### config.mk
export PLATFORM = sky130hd
export DESIGN_NAME = deser_rr_ctrl
export DESIGN_NICKNAME = d
export VERILOG_FILES = /design/src/rtl/deser_rr_ctrl.sv
export SDC_FILE = /design/constraint.sdc
export NUM_CORES = 1
export LEC_CHECK = 0
export CAP_MARGIN = 5
export CORE_ASPECT_RATIO = 1.25
export CORE_UTILIZATION = 41
export CTS_BUF_LIST = sky130_fd_sc_hd__clkbuf_2
export DETAILED_ROUTE_END_ITERATION = 8
export GPL_ROUTABILITY_DRIVEN = 0
export PLACE_DENSITY = 0.72
export SLEW_MARGIN = 10
export SYNTH_ARGS = -nofsm -noshare
export SYNTH_HDL_FRONTEND = slang
export SYNTH_SLANG_ARGS = --single-unit
### constraint.sdc
create_clock -name clk_i -period 1.7 [get_ports clk_i]
set_clock_uncertainty 0.1 [all_clocks]
set_input_delay 0.34 -clock clk_i [delete_from_list [all_inputs] [get_ports clk_i]]
set_output_delay 0.34 -clock clk_i [all_outputs]
set_load 0.02 [all_outputs]
### src/rtl/deser_rr_ctrl.sv
// Round-robin controller that shares one serial-to-parallel deserializer among N serial lanes.
// One lane is granted per word; the parallel result is returned tagged with its source index.
module deser_rr_ctrl #(
    parameter int unsigned N       = 4,
    parameter int unsigned DESER_W = 8,
    parameter int unsigned TIMEOUT = 16,
    parameter int unsigned ID_W    = $clog2(N)
) (
    input  logic               clk_i,
    input  logic               rst_n_i,
    input  logic [N-1:0]       req_i,
    input  logic [N-1:0]       data_val_i,
    input  logic [N-1:0]       data_i,
    output logic [N-1:0]       gnt_o,
    output logic               ser_data_o,
    output logic               ser_data_val_o,
    input  logic [DESER_W-1:0] deser_data_i,
    input  logic               deser_data_val_i,
    output logic [DESER_W-1:0] word_o,
    output logic [ID_W-1:0]    word_id_o,
    output logic               word_val_o,
    output logic               timeout_o,
    output logic               busy_o
);

    localparam int unsigned CntW = (DESER_W > 1) ? $clog2(DESER_W) : 1;

    typedef enum logic [1:0] {StIdle, StStream, StWait} state_e;

    state_e             state_q, state_d;
    logic [ID_W-1:0]    ptr_q, ptr_d;
    logic [ID_W-1:0]    id_q, id_d;
    logic [N-1:0]       gnt_q, gnt_d;
    logic [CntW-1:0]    bit_cnt_q, bit_cnt_d;
    logic [7:0]         wait_cnt_q, wait_cnt_d;
    logic [DESER_W-1:0] word_q, word_d;
    logic [ID_W-1:0]    word_id_q, word_id_d;
    logic               word_val_q, word_val_d;
    logic               timeout_q, timeout_d;
    logic [ID_W-1:0]    winner;
    logic [ID_W-1:0]    cand;

    // Scan from the farthest offset down so the lane closest after the pointer wins.
    always_comb begin
        winner = ptr_q;
        cand   = ptr_q;
        for (int unsigned off = N; off > 0; off--) begin
            cand = ID_W'((ptr_q + off) % N);
            if (req_i[cand]) begin
                winner = cand;
            end
        end
    end

    always_comb begin
        state_d        = state_q;
        ptr_d          = ptr_q;
        id_d           = id_q;
        gnt_d          = gnt_q;
        bit_cnt_d      = bit_cnt_q;
        wait_cnt_d     = wait_cnt_q;
        word_d         = word_q;
        word_id_d      = word_id_q;
        word_val_d     = 1'b0;
        timeout_d      = 1'b0;
        ser_data_val_o = 1'b0;
        ser_data_o     = 1'b0;

        unique case (state_q)
            StIdle: begin
                if (|req_i) begin
                    gnt_d         = '0;
                    gnt_d[winner] = 1'b1;
                    ptr_d         = winner;
                    id_d          = winner;
                    state_d       = StStream;
                end
            end
            StStream: begin
                ser_data_val_o = data_val_i[id_q];
                ser_data_o     = data_val_i[id_q] & data_i[id_q];
                if (data_val_i[id_q]) begin
                    if (bit_cnt_q == CntW'(DESER_W - 1)) begin
                        bit_cnt_d  = '0;
                        wait_cnt_d = '0;
                        gnt_d      = '0;
                        state_d    = StWait;
                    end else begin
                        bit_cnt_d = bit_cnt_q + 1'b1;
                    end
                end
            end
            StWait: begin
                // A result arriving on the last allowed cycle beats the timeout.
                if (deser_data_val_i) begin
                    word_d     = deser_data_i;
                    word_id_d  = id_q;
                    word_val_d = 1'b1;
                    wait_cnt_d = '0;
                    state_d    = StIdle;
                end else if (wait_cnt_q == 8'(TIMEOUT - 1)) begin
                    word_id_d  = id_q;
                    timeout_d  = 1'b1;
                    wait_cnt_d = '0;
                    state_d    = StIdle;
                end else begin
                    wait_cnt_d = wait_cnt_q + 1'b1;
                end
            end
            default: state_d = StIdle;
        endcase
    end

    always_ff @(posedge clk_i or negedge rst_n_i) begin
        if (!rst_n_i) begin
            state_q    <= StIdle;
            ptr_q      <= ID_W'(N - 1);
            id_q       <= '0;
            gnt_q      <= '0;
            bit_cnt_q  <= '0;
            wait_cnt_q <= '0;
            word_q     <= '0;
            word_id_q  <= '0;
            word_val_q <= 1'b0;
            timeout_q  <= 1'b0;
        end else begin
            state_q    <= state_d;
            ptr_q      <= ptr_d;
            id_q       <= id_d;
            gnt_q      <= gnt_d;
            bit_cnt_q  <= bit_cnt_d;
            wait_cnt_q <= wait_cnt_d;
            word_q     <= word_d;
            word_id_q  <= word_id_d;
            word_val_q <= word_val_d;
            timeout_q  <= timeout_d;
        end
    end

    assign gnt_o      = gnt_q;
    assign word_o     = word_q;
    assign word_id_o  = word_id_q;
    assign word_val_o = word_val_q;
    assign timeout_o  = timeout_q;
    assign busy_o     = (state_q != StIdle);

endmodule
==> flow_summary.yaml, run 1 <==
global_route:
  grt_pass1_wl_mm: 6.26
  grt_pass1_vias: 1390
  grt_max_degree: 34
  track_usage: 0.199
  overflow: 0
  antenna_found_initial: 0
drt:
  drtIter0Drc: 30
  wl_mm: 3.89
  wl_met3_um: 218
  first_pass_iters: 4
  route.top_layer_used: "met4"
  dr_wl_met2_mm: 1.98
  vias: 1400
  routedWlPerCell_um: 14.2
  via_per_inst: 5.13
  wl_met1_mm: 1.65
  drtAntennaViolNets: 0
  drc_errors: 0
outcome:
  status: "finished with violations"
  violations: "setup timing"
final_layout:
  fill_cells: 291
  final_nets: 244
  stdcell_area_sq_um: 2470
  n_antenna_cell: 0
  syn_to_final_growth_pct: 53.0
  instances_no_fill: 273
  drive_above_1_share: 0.338
worst_setup_path:
  cp_slowest_cell: "mux4_2"
  crit_type: "reg -> out"
  critPathMaxFanout: 3
  required_ns: 1.26
  critPathLaunchType: "register"
  critical_path_buf_inv_count: 2
  timing.rr.start: "id_q[0]"
  crit_start: "id_q[0]"
  critPathTopFamily: "multiplexers"
  crit_chain: "buf_4 -> mux4_2 -> and3_4 -> buf_6"
  crit_arrival_ns: 1.76
  crit_path_end_kind: "output port"
  slowest_delay_ns: 0.55
yosys:
  seq_area_frac_synth: 0.513
  synthCells: 143
  synth_largest_area_cell: "dfrtp_1"
  syn_area_sq_um: 1610
  ys_warn_count: 0
  synth_top_area_share: 0.481
  synth_most_common_cell: "dfrtp_1"
  synthTopCellsByCount: "dfrtp_1 (31), nand2_1 (12), mux2_2 (10)"
  synth_edf_count: 0
  async_reset_ff_frac: 1.00
  syn_nets: 169
  synth_area_leaders: "dfrtp_1 (48%), mux2_2 (7.0%), dfstp_2 (3.3%)"
  synth_cell_types: 40
  ys.flop_type: "dfrtp_1"
  ys_ff_latch: 33
  syn_avg_cell_area_sq_um: 11.3
clock_tree:
  cts-hold-fix-buffers: 0
  clk_latency_ns: 0.40
  clk_pin_slew_ns: 0.19
  cts_made_buffers: 5
  cts_sinks: 33
  clockBufferDepth: 2
  root_buffer: "clkbuf_2"
  cts.htree.levels: 2
  cts_tree: "built"
timing:
  finalSetupViolations: 27
  hold_viol: 0
  slew_headroom: 0.745
  tightest_slew_ns: 0.379
  slew_viol_final: 0
  fin_tns_setup_ns: -5.70
  min_period_over_period: 1.29
  rsz0062_at_grt: "true"
  max_freq_mhz: 455
  period_minus_slack_ns: 2.20
  finalWorstSetupSlack_ns: -0.500
die:
  die_area_sq_um: 4190
  coreArea_sq_um: 3780
  fp.dieH_um: 72.2
  fp-row-count: 25
  die_width_um: 58.1
  io_pins: 42
  initial_core_util: 0.426
place:
  port_buffers: 41
  dp.cells: 254
  dp_slack_ns: -0.750
  placed_area_sq_um: 2230
  place_hpwl_mm: 2.66
worst_hold_path:
  hold_path.class: "in -> async"
run:
  maxCapViolCount: 0
power_and_ir_drop:
  powerDensity_nw_per_um2: 1370
  ir_drop_v: 0.000943
  total_power_w: 0.00339
  power_leakage_nw: 1.23
==> cell usage in the layout (no fill, tap or decap), types with 3 or more instances in the layout <==
cell type        netlist  layout
dlygate4sd2_1          0      16
clkbuf_2               0       5
mux2_4                 0      11
nand3_1                5       5
dfrtp_1               31      30
ha_1                   3       3
inv_1                  5       5
o21ai_0                4       4
nand2_1               12      11
nand2b_1               6       6
buf_4                  0      16
a21oi_4                2       3
buf_6                  0      13
a21oi_1                8       6
a21oi_2                2       3
a22o_1                 3       3
nor3_1                 3       3
clkdlybuf4s50_1        0      22
nor2_1                 9       8
a21o_1                 5       5
o21ai_1                5       4
==> where the power goes <==
part	leakage [nW]	switching (W)	internal, W	total, W
logic	0.776	0.000819	0.000953	0.00177
registers	0.430	0.000185	0.00105	0.00123
clock network	0.0287	0.000290	0.0000956	0.000386
==> final timing paths <==
| check | endpoint | slack (ns) | cells after the start |
|---|---|---|---|
| max reg2reg | wait_cnt_q[3] | -0.38 | 8 |
| min reg2reg | gnt_o[0] | 0.41 | 1 |
| max | ser_data_o | -0.50 | 4 |
| max in group asynchronous | ptr_q[1] | 1.06 | 2 |
| min | bit_cnt_q[2] | 0.17 | 2 |
| min in group clk_i | gnt_o[0] | 0.41 | 1 |
==> worst register-to-register path, cell delays in order, from the launching register on <==
cell	delay (ns)
dfrtp_1	0.38
buf_4	0.11
mux4_2	0.55
buf_4	0.16
buf_4	0.13
buf_6	0.12
a21oi_4	0.26
a21oi_1	0.07
o21ai_1	0.12
==> what timing repair did <==
item / 4_1_cts / 5_1_grt
buffers inserted: 6 / 6
gates resized for setup: 48 / 25
pin swaps: 10 / 8
setup endpoints to repair: 33 / 32
hold endpoints to repair: 0 / 0
gates cloned: 0 / 1
==> flip-flops by register name, summed over array words and instances, names as in the netlist <==
register    flops
wait_cnt_q      8
word_o          8
gnt_o           4
bit_cnt_q       3
id_q            2
ptr_q           2
state_q         2
word_id_o       2
timeout_o       1
word_val_o      1
==> per-layer routing <==
layer,track usage,up-vias
met2,0.326,44
met1,0.243,684
met4,0.0820,0
li1,-,667
met3,0.0642,5
met5,0,-
==> per-stage QoR <==
step / hold WS [ns] / util
after floorplan: -0.0556 / -
after detailed placement: 0.379 / 0.589
final: 0.169 / 0.653
after global routing: 0.163 / 0.653
after CTS: 0.184 / 0.621
after global placement: 0.367 / 0.589
==> cell type report <==
cell class / instances / area (sq um) / area share
timing repair buffer: 69 / 652 / 0.264
clock inverter: 3 / 17.5 / 0.00709
multi-input combinational: 104 / 860 / 0.348
sequential: 33 / 830 / 0.336
tap: 54 / 67.6 / 0.0274
inverter: 5 / 18.8 / 0.00760
clock buffer: 5 / 25.0 / 0.0101
==> cells by family (layout without fill, tap and decap cells) <==
kind of cell	count (synthesis)	in the layout	synth area share
adder cells (fa/ha/maj)	3	3	0.0233
AO/OA/AOI/OAI	35	35	0.156
flip-flops	33	33	0.513
multiplexers	14	14	0.113
AND/OR/NAND/NOR	51	51	0.175
buffers and inverters	6	82	0.0140
XOR/XNOR	1	1	0.00543
Note: power is estimated with default switching activity, not from simulation.
==> inputs of run 2 (changes only) <==
Settings changed: CAP_MARGIN 5 to 40.
==> results of run 2 <==
The final DEF is identical to that of run 1; final timing and power are the same.
==> inputs of run 3 (changes only) <==
Settings changed: PLACE_DENSITY 0.72 to 0.69.
Clock period 1.7 ns to 2.4 ns, I/O delays scaled along.
==> flow_summary.yaml, run 3 (same netlist as run 1, synthesis figures left out) <==
outcome:
  status: "completed"
clock_tree:
  cts_made_buffers: 5
  clk_latency_ns: 0.37
  cts_sinks: 33
  clockBufferDepth: 2
  clk_pin_slew_ns: 0.15
  cts.htree.levels: 2
  cts_tree: "built"
  root_buffer: "clkbuf_2"
global_route:
  overflow: 0
  grt_max_degree: 34
  grt_pass1_vias: 1326
  antenna_found_initial: 0
  grt_pass1_wl_mm: 5.78
  track_usage: 0.182
die:
  initial_core_util: 0.426
  io_pins: 42
  fp-row-count: 25
  fp.dieH_um: 72.2
  die_area_sq_um: 4190
  coreArea_sq_um: 3780
  die_width_um: 58.1
timing:
  period_minus_slack_ns: 2.34
  slew_headroom: 0.693
  tightest_slew_ns: 0.456
  max_freq_mhz: 427
  finalSetupViolations: 0
  min_period_over_period: 0.975
  slew_viol_final: 0
  hold_viol: 0
  rsz0062_at_grt: "false"
final_layout:
  multiInputGateArea_sq_um: 759
  layout_common_cells: "clkdlybuf4s50_1 (39), dfrtp_1 (30), nand2_1 (12), mux2_2 (10), nor2_1 (9)"
  final_common_cell: "clkdlybuf4s50_1"
  syn_to_final_growth_pct: 32.8
  drive_above_1_share: 0.185
  fill_cells: 354
  n_antenna_cell: 0
  stdcell_area_sq_um: 2140
  final_nets: 220
  ff_latch_area_sq_um: 830
run:
  maxCapViolCount: 0
worst_setup_path:
  crit_path_end_kind: "output port"
  crit_chain: "clkdlybuf4s50_1 -> mux4_2 -> and3_2 -> buf_2"
  crit_type: "in -> out"
  cp_slowest_cell: "mux4_2"
  required_ns: 1.82
  crit_arrival_ns: 1.76
  critPathLaunchType: "input pin"
  slowest_delay_ns: 0.51
  critPathMaxFanout: 3
place:
  port_buffers: 41
  place_hpwl_mm: 2.58
  placed_area_sq_um: 2110
drt:
  drtAntennaViolNets: 0
  wl_mm: 3.38
  first_pass_iters: 4
  vias: 1272
  via_per_inst: 5.11
  drtIter0Drc: 62
  routedWlPerCell_um: 13.6
  drc_errors: 0
power_and_ir_drop:
  ir_drop_v: 0.000505
  power_leakage_nw: 0.986
  total_power_w: 0.00210
  powerDensity_nw_per_um2: 982
worst_hold_path:
  hold_path.class: "in -> async"
[run 3: cell types whose count changed in the layout (fill, tap and decap cells not counted), sizes merged]
cell           change
buf               -25
clkdlybuf4s50     +17
dlygate4sd2       -16
clkinvlp           -1
clkinv             +1
[run 3: what timing repair did]
action                     in CTS  in global routing
gates cloned                    0                  0
gates resized for setup         8                  2
setup endpoints to repair       2                  2
setup buffers                   1                  0
hold buffers                    0                  0
pin swaps                       0                  0
[run 3: area by class of cell]
cell class | count | area share
clock buffers | 5 | 0.0117
inverters | 5 | 0.00876
well taps | 54 | 0.0315
repair buffers | 45 | 0.201
multi-input cells | 104 | 0.354
clock inverters | 3 | 0.00584
flip-flops and latches | 33 | 0.387
[run 3: worst max-delay path, delay by kind of cell]
| family | cells | cell delay, ns |
|---|---|---|
| buf+inv | 2 | 0.56 |
| mux | 1 | 0.51 |
| simple gates | 1 | 0.21 |
[run 3: power by group]
group | switching (W) | internal, W
Sequential | 0.000135 | 0.000744
Clock | 0.000179 | 0.0000636
Combinational | 0.000478 | 0.000505
[run 3: through the flow]
step	setup slack (ns)	hold slack (ns)	instances	util	TNS [ns]
global placement	-0.305	0.365	240	0.558	-0.522
detailed placement	-0.335	0.377	240	0.558	-0.583
CTS	0.0300	0.379	249	0.568	0
global route	0.0128	0.391	249	0.566	0
floorplan	0.558	0.0844	143	-	0
finish	0.0595	0.380	249	0.566	0
[run 3: metal layers]
layer / GRT usage / part of all wire / vias to the layer above
met5: 0 / 0 / -
met4: 0.0714 / 0.017 / 0
met3: 0.0481 / 0.047 / 6
met2: 0.315 / 0.54 / 36
met1: 0.213 / 0.40 / 615
li1: - / - / 615
[run 3: final timing paths]
path                               startpoint  cells past startpoint      endpoint  slack (ns)
worst min-delay path                  rst_n_i                      2  bit_cnt_q[1]        0.38
worst max register to register  wait_cnt_q[0]                      5  word_id_o[0]        0.58
min in group clk_i               bit_cnt_q[1]                      2  bit_cnt_q[1]        0.40
max in group asynchronous             rst_n_i                      2      ptr_q[1]        1.48
worst min register to register   bit_cnt_q[1]                      2  bit_cnt_q[1]        0.40
worst max-delay path            data_val_i[3]                      4    ser_data_o        0.06
